<file path="config.mk">
export PLATFORM = sky130hd
export DESIGN_NAME = deck_dealer
export DESIGN_NICKNAME = d
export VERILOG_FILES = /design/src/rtl/deck_dealer_pkg.sv /design/src/rtl/deck_dealer_lfsr16.sv /design/src/rtl/deck_dealer.sv
export SDC_FILE = /design/constraint.sdc
export NUM_CORES = 1
export LEC_CHECK = 0
export BUFFER_PORTS_ARGS = -buffer_cell sky130_fd_sc_hd__buf_2
export CELL_PAD_IN_SITES_DETAIL_PLACEMENT = 1
export CELL_PAD_IN_SITES_GLOBAL_PLACEMENT = 1
export CORE_ASPECT_RATIO = 1.25
export CORE_MARGIN = 2
export CORE_UTILIZATION = 25
export DETAILED_ROUTE_END_ITERATION = 16
export PLACE_DENSITY_LB_ADDON = 0.1
export SETUP_SLACK_MARGIN = 0.5
export SYNTH_ARGS = -nofsm -noshare
export SYNTH_HDL_FRONTEND = slang
export SYNTH_SLANG_ARGS = --single-unit
</file>
<file path="constraint.sdc">
create_clock -name clk -period 4.15 [get_ports clk]
set_input_delay 0.83 -clock clk [delete_from_list [all_inputs] [get_ports clk]]
set_output_delay 0.83 -clock clk [all_outputs]
set_load 0.05 [all_outputs]
</file>
<file path="src/rtl/deck_dealer_pkg.sv">
// rtl/deck_dealer_pkg.sv - shared deck constants, dealer states and shuffle helper
// Contents: deck size, card rank/value constants, LFSR tap mask, FSM state type,
//           and swap_mask() giving the smallest all-ones mask covering 0..i.
package deck_dealer_pkg;

  localparam int          DECK_SIZE  = 52;
  localparam logic [5:0]  LAST_IDX   = 6'd51;
  localparam logic [5:0]  FULL_DECK  = 6'd52;

  localparam logic [3:0]  RANK_ACE   = 4'd1;
  localparam logic [3:0]  RANK_JACK  = 4'd11;
  localparam logic [3:0]  RANK_QUEEN = 4'd12;
  localparam logic [3:0]  RANK_KING  = 4'd13;
  localparam logic [3:0]  FACE_VALUE = 4'd10;

  // Galois form of x^16+x^14+x^13+x^11+1 (right-shifting)
  localparam logic [15:0] LFSR_TAPS  = 16'hB400;

  typedef enum logic [1:0] {
    ST_IDLE    = 2'd0,
    ST_INIT    = 2'd1,
    ST_SHUFFLE = 2'd2,
    ST_READY   = 2'd3
  } state_e;

  // (next power of two >= i+1) - 1; keeps random draws close to the valid range 0..i
  function automatic logic [5:0] swap_mask(input logic [5:0] i);
    if (i >= 6'd32)      return 6'd63;
    else if (i >= 6'd16) return 6'd31;
    else if (i >= 6'd8)  return 6'd15;
    else if (i >= 6'd4)  return 6'd7;
    else if (i >= 6'd2)  return 6'd3;
    else                 return 6'd1;
  endfunction

endpackage

</file>
<file path="src/rtl/deck_dealer_lfsr16.sv">
// rtl/deck_dealer_lfsr16.sv - free-running 16-bit Galois LFSR
// Ports: clk  - clock, rising edge
//        rst  - asynchronous active-low reset, loads SEED
//        q    - current LFSR state, advances every cycle out of reset
module lfsr16
  import deck_dealer_pkg::*;
#(
  parameter logic [15:0] SEED = 16'hACE1
) (
  input  logic        clk,
  input  logic        rst,
  output logic [15:0] q
);

  logic [15:0] q_q;
  logic [15:0] q_d;

  always_comb begin
    q_d = {1'b0, q_q[15:1]} ^ (q_q[0] ? LFSR_TAPS : 16'h0000);
  end

  always_ff @(posedge clk or negedge rst) begin
    if (!rst) q_q <= SEED;
    else      q_q <= q_d;
  end

  assign q = q_q;

endmodule

</file>
<file path="src/rtl/deck_dealer.sv">
// rtl/deck_dealer.sv - 52-card deck owner: rebuild, Fisher-Yates shuffle, one card per deal
// Ports: clk, rst (async active-low)
//        shuffle_req, deal_req          - 1-cycle request pulses
//        busy, ready, deck_empty        - state flags (busy: INIT/SHUFFLE, ready: READY)
//        cards_left[5:0]                - undealt cards 0..52
//        card_valid                     - 1-cycle pulse, card_* updated this cycle
//        card_id/suit/rank/value        - registered, held between deals
//        deal_err                       - 1-cycle pulse: deal with empty deck
module deck_dealer
  import deck_dealer_pkg::*;
#(
  parameter logic [15:0] LFSR_SEED  = 16'hACE1,
  parameter bit          SHUFFLE_EN = 1'b1
) (
  input  logic       clk,
  input  logic       rst,
  input  logic       shuffle_req,
  input  logic       deal_req,
  output logic       busy,
  output logic       ready,
  output logic       deck_empty,
  output logic [5:0] cards_left,
  output logic       card_valid,
  output logic [5:0] card_id,
  output logic [1:0] card_suit,
  output logic [3:0] card_rank,
  output logic [3:0] card_value,
  output logic       deal_err
);

  state_e     state_q, state_d;
  logic [5:0] idx_q, idx_d;
  logic [5:0] ptr_q, ptr_d;
  logic [5:0] cards_left_q, cards_left_d;
  logic       card_valid_q, card_valid_d;
  logic       deal_err_q, deal_err_d;
  logic [5:0] card_id_q, card_id_d;
  logic [1:0] card_suit_q, card_suit_d;
  logic [3:0] card_rank_q, card_rank_d;
  logic [3:0] card_value_q, card_value_d;

  // Deck storage has no reset: contents are rebuilt by INIT before any deal
  logic [5:0] deck_q [DECK_SIZE];
  logic [5:0] deck_d [DECK_SIZE];

  logic [15:0] lfsr_q;
  logic        unused_lfsr;
  logic [5:0]  r_idx;

  logic [5:0] cur_id;
  logic [1:0] cur_suit;
  logic [3:0] cur_rem;
  logic [3:0] cur_rank;
  logic [3:0] cur_value;

  lfsr16 #(.SEED(LFSR_SEED)) u_lfsr (
    .clk (clk),
    .rst (rst),
    .q   (lfsr_q)
  );

  assign unused_lfsr = ^lfsr_q[15:6];
  assign r_idx       = lfsr_q[5:0] & swap_mask(idx_q);

  // Suit/rank by compare-subtract; only ids 0..51 are ever stored
  assign cur_id = deck_q[ptr_q];

  always_comb begin
    cur_suit = 2'd0;
    cur_rem  = cur_id[3:0];
    if (cur_id >= 6'd39) begin
      cur_suit = 2'd3;
      cur_rem  = 4'(cur_id - 6'd39);
    end else if (cur_id >= 6'd26) begin
      cur_suit = 2'd2;
      cur_rem  = 4'(cur_id - 6'd26);
    end else if (cur_id >= 6'd13) begin
      cur_suit = 2'd1;
      cur_rem  = 4'(cur_id - 6'd13);
    end
    cur_rank  = cur_rem + RANK_ACE;
    cur_value = (cur_rank >= RANK_JACK) ? FACE_VALUE : cur_rank;
  end

  always_comb begin
    state_d      = state_q;
    idx_d        = idx_q;
    ptr_d        = ptr_q;
    cards_left_d = cards_left_q;
    card_valid_d = 1'b0;
    deal_err_d   = 1'b0;
    card_id_d    = card_id_q;
    card_suit_d  = card_suit_q;
    card_rank_d  = card_rank_q;
    card_value_d = card_value_q;
    deck_d       = deck_q;

    // A shuffle request from any state restarts the rebuild and drops a same-cycle deal
    if (shuffle_req) begin
      state_d      = ST_INIT;
      idx_d        = 6'd0;
      ptr_d        = 6'd0;
      cards_left_d = 6'd0;
    end else begin
      case (state_q)
        ST_IDLE: ;
        ST_INIT: begin
          deck_d[idx_q] = idx_q;
          if (idx_q == LAST_IDX) begin
            if (SHUFFLE_EN) begin
              state_d = ST_SHUFFLE;
              idx_d   = LAST_IDX;
            end else begin
              state_d      = ST_READY;
              ptr_d        = 6'd0;
              cards_left_d = FULL_DECK;
            end
          end else begin
            idx_d = idx_q + 6'd1;
          end
        end
        ST_SHUFFLE: begin
          // Out-of-range draws are rejected and retried with the next LFSR value
          if (r_idx <= idx_q) begin
            deck_d[idx_q] = deck_q[r_idx];
            deck_d[r_idx] = deck_q[idx_q];
            if (idx_q == 6'd1) begin
              state_d      = ST_READY;
              ptr_d        = 6'd0;
              cards_left_d = FULL_DECK;
            end else begin
              idx_d = idx_q - 6'd1;
            end
          end
        end
        ST_READY: begin
          if (deal_req) begin
            if (cards_left_q != 6'd0) begin
              card_valid_d = 1'b1;
              card_id_d    = cur_id;
              card_suit_d  = cur_suit;
              card_rank_d  = cur_rank;
              card_value_d = cur_value;
              ptr_d        = ptr_q + 6'd1;
              cards_left_d = cards_left_q - 6'd1;
            end else begin
              deal_err_d = 1'b1;
            end
          end
        end
        default: state_d = ST_IDLE;
      endcase
    end
  end

  always_ff @(posedge clk or negedge rst) begin
    if (!rst) begin
      state_q      <= ST_IDLE;
      idx_q        <= 6'd0;
      ptr_q        <= 6'd0;
      cards_left_q <= 6'd0;
      card_valid_q <= 1'b0;
      deal_err_q   <= 1'b0;
      card_id_q    <= 6'd0;
      card_suit_q  <= 2'd0;
      card_rank_q  <= 4'd0;
      card_value_q <= 4'd0;
    end else begin
      state_q      <= state_d;
      idx_q        <= idx_d;
      ptr_q        <= ptr_d;
      cards_left_q <= cards_left_d;
      card_valid_q <= card_valid_d;
      deal_err_q   <= deal_err_d;
      card_id_q    <= card_id_d;
      card_suit_q  <= card_suit_d;
      card_rank_q  <= card_rank_d;
      card_value_q <= card_value_d;
    end
  end

  always_ff @(posedge clk) begin
    deck_q <= deck_d;
  end

  assign busy       = (state_q == ST_INIT) || (state_q == ST_SHUFFLE);
  assign ready      = (state_q == ST_READY);
  assign deck_empty = (state_q == ST_READY) && (cards_left_q == 6'd0);
  assign cards_left = cards_left_q;
  assign card_valid = card_valid_q;
  assign card_id    = card_id_q;
  assign card_suit  = card_suit_q;
  assign card_rank  = card_rank_q;
  assign card_value = card_value_q;
  assign deal_err   = deal_err_q;

endmodule
</file>
After elaboration in Yosys (flattened, before gate mapping) --
Cells that the tools add are included.
Storage, ports and cells: bits in registers 366, bits of input ports 4, output and inout bits 27
Operators by class: $add $sub $neg 8, $lt $le $gt $ge 15, equal/unequal tests 12, muxes and demuxes 61, bitwise operators 6, reductions and logical operators 14
Operator list (number):
- 312-bit bitwise mux | 3
- 312-bit one-hot mux with 2 select lines | 1
- 312-bit two-way mux | 1
- 6-bit two-way mux | 23
- 6-bit binary-select mux with 6-bit select | 3
- 6-bit demux with 6-bit select | 2
- 6-bit one-hot mux with 2 select lines | 3
- 7-bit greater-or-equal comparator, second input constant | 3
- 6-bit NOT with 7-bit output | 3
- 4-bit two-way mux | 5
- 16-bit two-way mux | 1
- 15-bit by 16-bit bitwise XOR with 16-bit output | 1
- 3-bit != test, second input constant | 5
- 7-bit by 1-bit < comparator with 1-bit output, second input constant | 2
- 2-bit two-way mux | 7
- 6-bit by 1-bit adder with 6-bit output, second input constant | 2
- 6-bit by 4-bit greater-or-equal comparator with 1-bit output, second input constant | 2
- 6-bit by 5-bit greater-or-equal comparator with 1-bit output, second input constant | 2
- 6-bit greater-or-equal comparator, second input constant | 2
- 6-bit by 1-bit subtractor with 6-bit output, second input constant | 2
- 1-bit two-way mux | 9
- 4-bit AND reduction | 2
- 4-bit subtractor, second input constant | 2
- 6-bit bitwise AND | 1
- 24 further kinds | 29

Longest topological paths before layout --
depth after elaboration 15, mapped depth 21, depth with buffers taken out 17

Hierarchy --
From an unflattened synthesis, not the netlist that was laid out.
Unflattened totals: cells, all modules 2502, area, all modules 24968.9 um^2
Modules (own cells, without submodules):
- deck_dealer | instances 1, cells an instance 2470, area an instance 24434.7 um^2
- lfsr16 | instances 1, cells an instance 32, area an instance 534.3 um^2

Worst setup path after synthesis --
No wires, ideal clock.
path type flip-flop to flip-flop, start register ptr_q[0], end register card_value_q[2], in the netlist card_value[2], setup time 0.121 ns, arrival 4.430 ns, required time 4.029 ns, setup slack -0.401 ns, stages on the path, launching flop included 21, path buffers 5, cell sequence dfrtp_1 buf_6 buf_6 buf_6 buf_2 buf_4 mux4_2 a31oi_1 o211ai_1 nand3_1 inv_1 ha_1 nor2_1 a2111oi_4 nor4_2 mux2_4 a221oi_2 ha_1 xor2_1 nor2_1 a22o_1
Between the ends: word-level cells in the longest chain between the ends 11, elaborated cells between the ends (all ways) 16, those cells by class 4 x add/sub; 4 x order compare; 7 x mux; 1 x bitwise
Ends and longest elaborated chain:
- start: declaration | line deck_dealer.sv:33 | logic [5:0] ptr_q, ptr_d;
- start signal: assignment | line deck_dealer.sv:171 | ptr_q <= ptr_d;
- 6-bit NOT with 7-bit output (implied by the code) (*) | line deck_dealer.sv:66 | assign cur_id = deck_q[ptr_q];
- 6-bit binary-select mux with 6-bit select (*) | line deck_dealer.sv:66
- 6-bit two-way mux (implied by the code) (*) (2 in a row) | line deck_dealer.sv:66
- via cur_id[0] | line deck_dealer.sv:50 | logic [5:0] cur_id;
- 6-bit by 4-bit greater-or-equal comparator with 1-bit output / 4-bit subtractor (equally long branches) | line deck_dealer.sv:77, deck_dealer.sv:79
- 4-bit two-way mux | line deck_dealer.sv:77 | end else if (cur_id >= 6'd13) begin
- 4-bit two-way mux | line deck_dealer.sv:74 | end else if (cur_id >= 6'd26) begin
- 4-bit two-way mux (*) | line deck_dealer.sv:71 | if (cur_id >= 6'd39) begin
- 4-bit by 1-bit adder with 4-bit output (*) | line deck_dealer.sv:81 | cur_rank = cur_rem + RANK_ACE;
- 4-bit greater-or-equal comparator | line deck_dealer.sv:82 | cur_value = (cur_rank >= RANK_JACK) ? FACE_VALUE : cur_rank;
- 4-bit two-way mux (*) | line deck_dealer.sv:82
- end signal: assignment | line deck_dealer.sv:178 | card_value_q <= card_value_d;
- end: declaration | line deck_dealer.sv:40 | logic [3:0] card_value_q, card_value_d;
The timed path passes the listed nets; every way through them passes the cells marked *. The select of a mux whose other input is x is not followed. A chain may end at the register's enable or synchronous reset.

Final worst setup path --
Same ends and word-level chain as after synthesis.

==> impl_metrics.json <==
{
  "ios": 31,
  "cp_slowest_stage_delay_ps": 510,
  "yosysUniqueCellTypes": 90,
  "finalHoldViolations": 0,
  "power_density_nw_per_um2": 401,
  "netlist_area_sq_um": 24500,
  "clk_latency_ps": 620,
  "fin_crit_sh": 1.02,
  "final_cell_mix": "buf_4, edfxtp_1, nand2_1, nor2_1, a22oi_1",
  "setup_viol": 6,
  "cts_hold_buf": 0,
  "cts_buffers": 44,
  "area_growth_pct": 47.6,
  "rows": 128,
  "antenna_found_initial": 5,
  "crit_path_frequent_cell": "ha_4",
  "cts_sinks": 366,
  "skew_ps": 25.3,
  "cp.arrival_ps": 4750,
  "initialDrtViolationCount": 3303,
  "clk_pin_slew_ps": 60,
  "die_area_sq_um": 100000,
  "ir_drop_mv": 0.267,
  "grt-ovfl-total": 0,
  "wl_per_cell_um": 41.9,
  "r2r-start": "ptr_q[0]",
  "rsz0062_at_grt": "true",
  "cts_tree": "built",
  "die-height_um": 354,
  "syn-instance-count": 2460,
  "violations": "negative setup slack",
  "p_clk_frac": 0.286,
  "power_frac_seq": 0.288,
  "fill_cells": 10600,
  "synth_ff_type": "edfxtp_1",
  "grt_max_degree": 70,
  "p_leak_nw": 12.1,
  "p_int_mw": 8.58,
  "r2r-end": "card_value[2]",
  "outcome": "finished with violations",
  "maxSlewHeadroom": 0.172,
  "ys_ff_latch": 366,
  "min_to": "u_lfsr.q[8]",
  "max-cap-violations": 0,
  "gp_congestion": 0.998,
  "worstPathRequired_ps": 4650,
  "cts-htree-levels": 2,
  "hold_class": "flop to flop",
  "portBuffers": 30,
  "worst_pin_slew_ps": 1240,
  "dr_total_vias": 27100,
  "async_reset_ff_frac": 0.148,
  "crit_type": "flop to flop",
  "drive_gt1_frac": 0.406,
  "rrSetupSlack_ps": -100,
  "fmax_mhz": 235,
  "worst_path_max_delay_cell": "mux4_2",
  "synth_edf_count": 312,
  "postLayoutSetupSlackWorst_ps": -97.0,
  "dp_hpwl_um": 122000,
  "startpoint": "ptr_q[0]",
  "p_sw_frac": 0.408,
  "max-clock-path-buffers": 3,
  "p_switching_mw": 5.90,
  "detail-route-antenna-nets": 0,
  "grt_pass1_vias": 26500,
  "nets": 2945,
  "grt_pass1_wl_um": 231000,
  "worstHoldStart": "u_lfsr.q[9]",
  "placed_cell_area_sq_um": 29400,
  "whs_path_depth": 0,
  "period_minus_slack_ps": 4250,
  "hold-worst-slack_ps": 351,
  "endpoint_kind": "flop",
  "drt_wl_total_um": 178000,
  "yosys_warnings": 0,
  "avgViaCountPerCell": 6.36,
  "worst_setup_path_start_kind": "flop",
  "track_usage": 0.330,
  "core_sq_um": 97200,
  "final_area_sq_um": 36100,
  "start_util": 0.252,
  "die_w_um": 284,
  "critPathMaxFanout": 10,
  "root_buffer": "clkbuf_16",
  "synth_fp_nets": 2488,
  "syn_area_per_cell_sq_um": 9.94,
  "critical_path.cell_chain": "buf_6, buf_12, mux4_2, a22oi_2, nand4_1, nand3_4, inv_4, ha_4, nor2_4, a2111oi_4, nor4_4, mux2_4, a221oi_4, ha_4, xor2_4, nor2_2, a22o_1",
  "pwr-share-comb": 0.426,
  "ys_seq_area_frac": 0.439,
  "rr_worst_depth": 17,
  "firstDrtPassIters": 5,
  "report.final.slew_viol_count": 0,
  "layout_commonest_cell": "buf_4",
  "drc_errors": 0
}
power groups by stage:
stage | registers [mW] | clock network, mW | logic (mW)
floorplan | 4.48 | 0 | 1.79
global placement | 4.26 | 0 | 4.66
detailed placement | 4.26 | 0 | 4.65
CTS | 4.18 | 4.21 | 5.09
global route | 4.18 | 4.31 | 6.21
finish | 4.17 | 4.15 | 6.16
state kept, by name, indices dropped and copies added (netlist names), 2 cells and up:
name and flops:
card_value 4, ptr_q 6, card_suit 2, u_lfsr.q 16
state_q 2, card_id 6, cards_left 6, deck_q 312
idx_q 6, card_rank 4
worst max-delay path by stage:
stage                               end  slack (ps)
after floorplan           card_value[2]          30
after global placement    card_value[2]        -310
after detailed placement  card_value[2]        -370
after CTS                 card_value[2]         -20
after global routing      card_value[1]        -200
final                     card_value[2]        -100
routing by layer:
layer	track usage	vias up	wire (um)	share of wire
met2	0.546	1616	82600	0.46
met1	0.405	14100	67000	0.38
met4	0.192	4	14400	0.081
met3	0.0556	510	14200	0.080
met5	0	-	26	0.00015
li1	-	10800	-	-
logic make-up (layout without fill, tap and decap cells):
kind of cell               Yosys count  in the layout  share of synthesized area
adders and majority gates           24             24                     0.0123
AOI/OAI and AO/OA                  969            970                      0.283
muxes                              133            133                     0.0921
other                                0              4                          0
DFF                                366            366                      0.439
xor gates and xnor gates             7              7                    0.00312
buffers and inverters              276            764                     0.0487
and+or+nand+nor                    685            686                      0.122
through the flow:
stage	setup WS (ps)	cells	total power [mW]	util	setup TNS [ps]
floorplan	27.6	2460	6.27	-	0
global placement	-308	3968	8.92	0.303	-10980
detailed placement	-369	3969	8.91	0.303	-7640
CTS	-23.9	4147	13.5	0.342	-37.6
global route	-202	4250	14.7	0.371	-951
finish	-97.0	4254	14.5	0.371	-371
what timing repair did:
action	in CTS	in global routing
setup endpoints to repair	627	514
gates resized for setup	258	374
gates cloned	13	23
pin swaps	64	177
setup buffers	86	80
cell usage after synthesis (all sizes together), types with 29 or more instances:
cell	instances	area share
o22a	54	0.019
o21ai	137	0.029
clkbuf	155	0.024
nand3	54	0.011
edfxtp	312	0.38
buf	85	0.019
mux4	70	0.065
o22ai	162	0.041
inv	34	0.0052
o221ai	85	0.031
nor3	55	0.011
a22oi	172	0.053
nand2	279	0.043
nor2	209	0.032
a21oi	134	0.028
a22o	46	0.016
a221oi	29	0.011
dfrtp	46	0.047
mux2i	51	0.021
area by class of cell:
| type | count | area [sq um] | share of cell area |
|---|---|---|---|
| Clock buffer | 55 | 1260 | 0.0349 |
| Tap cell | 1300 | 1630 | 0.0451 |
| Multi-Input combinational cell | 1820 | 14900 | 0.414 |
| Sequential cell | 366 | 10700 | 0.298 |
| Inverter | 36 | 181 | 0.00503 |
| Antenna cell | 4 | 10.0 | 0.000277 |
| Timing Repair Buffer | 649 | 7080 | 0.196 |
| Clock inverter | 24 | 235 | 0.00652 |
worst max-delay path, delay by kind of cell (launching register included):
family | cells | cell delay [ps]
muxes | 2 | 860
xor gates and xnor gates | 1 | 180
adders and majority gates | 2 | 370
and+or+nand+nor | 5 | 1110
AOI/OAI and AO/OA | 4 | 790
buffers and inverters | 3 | 370
DFF | 1 | 450
No activity file was read; power rests on OpenSTA's default activity.
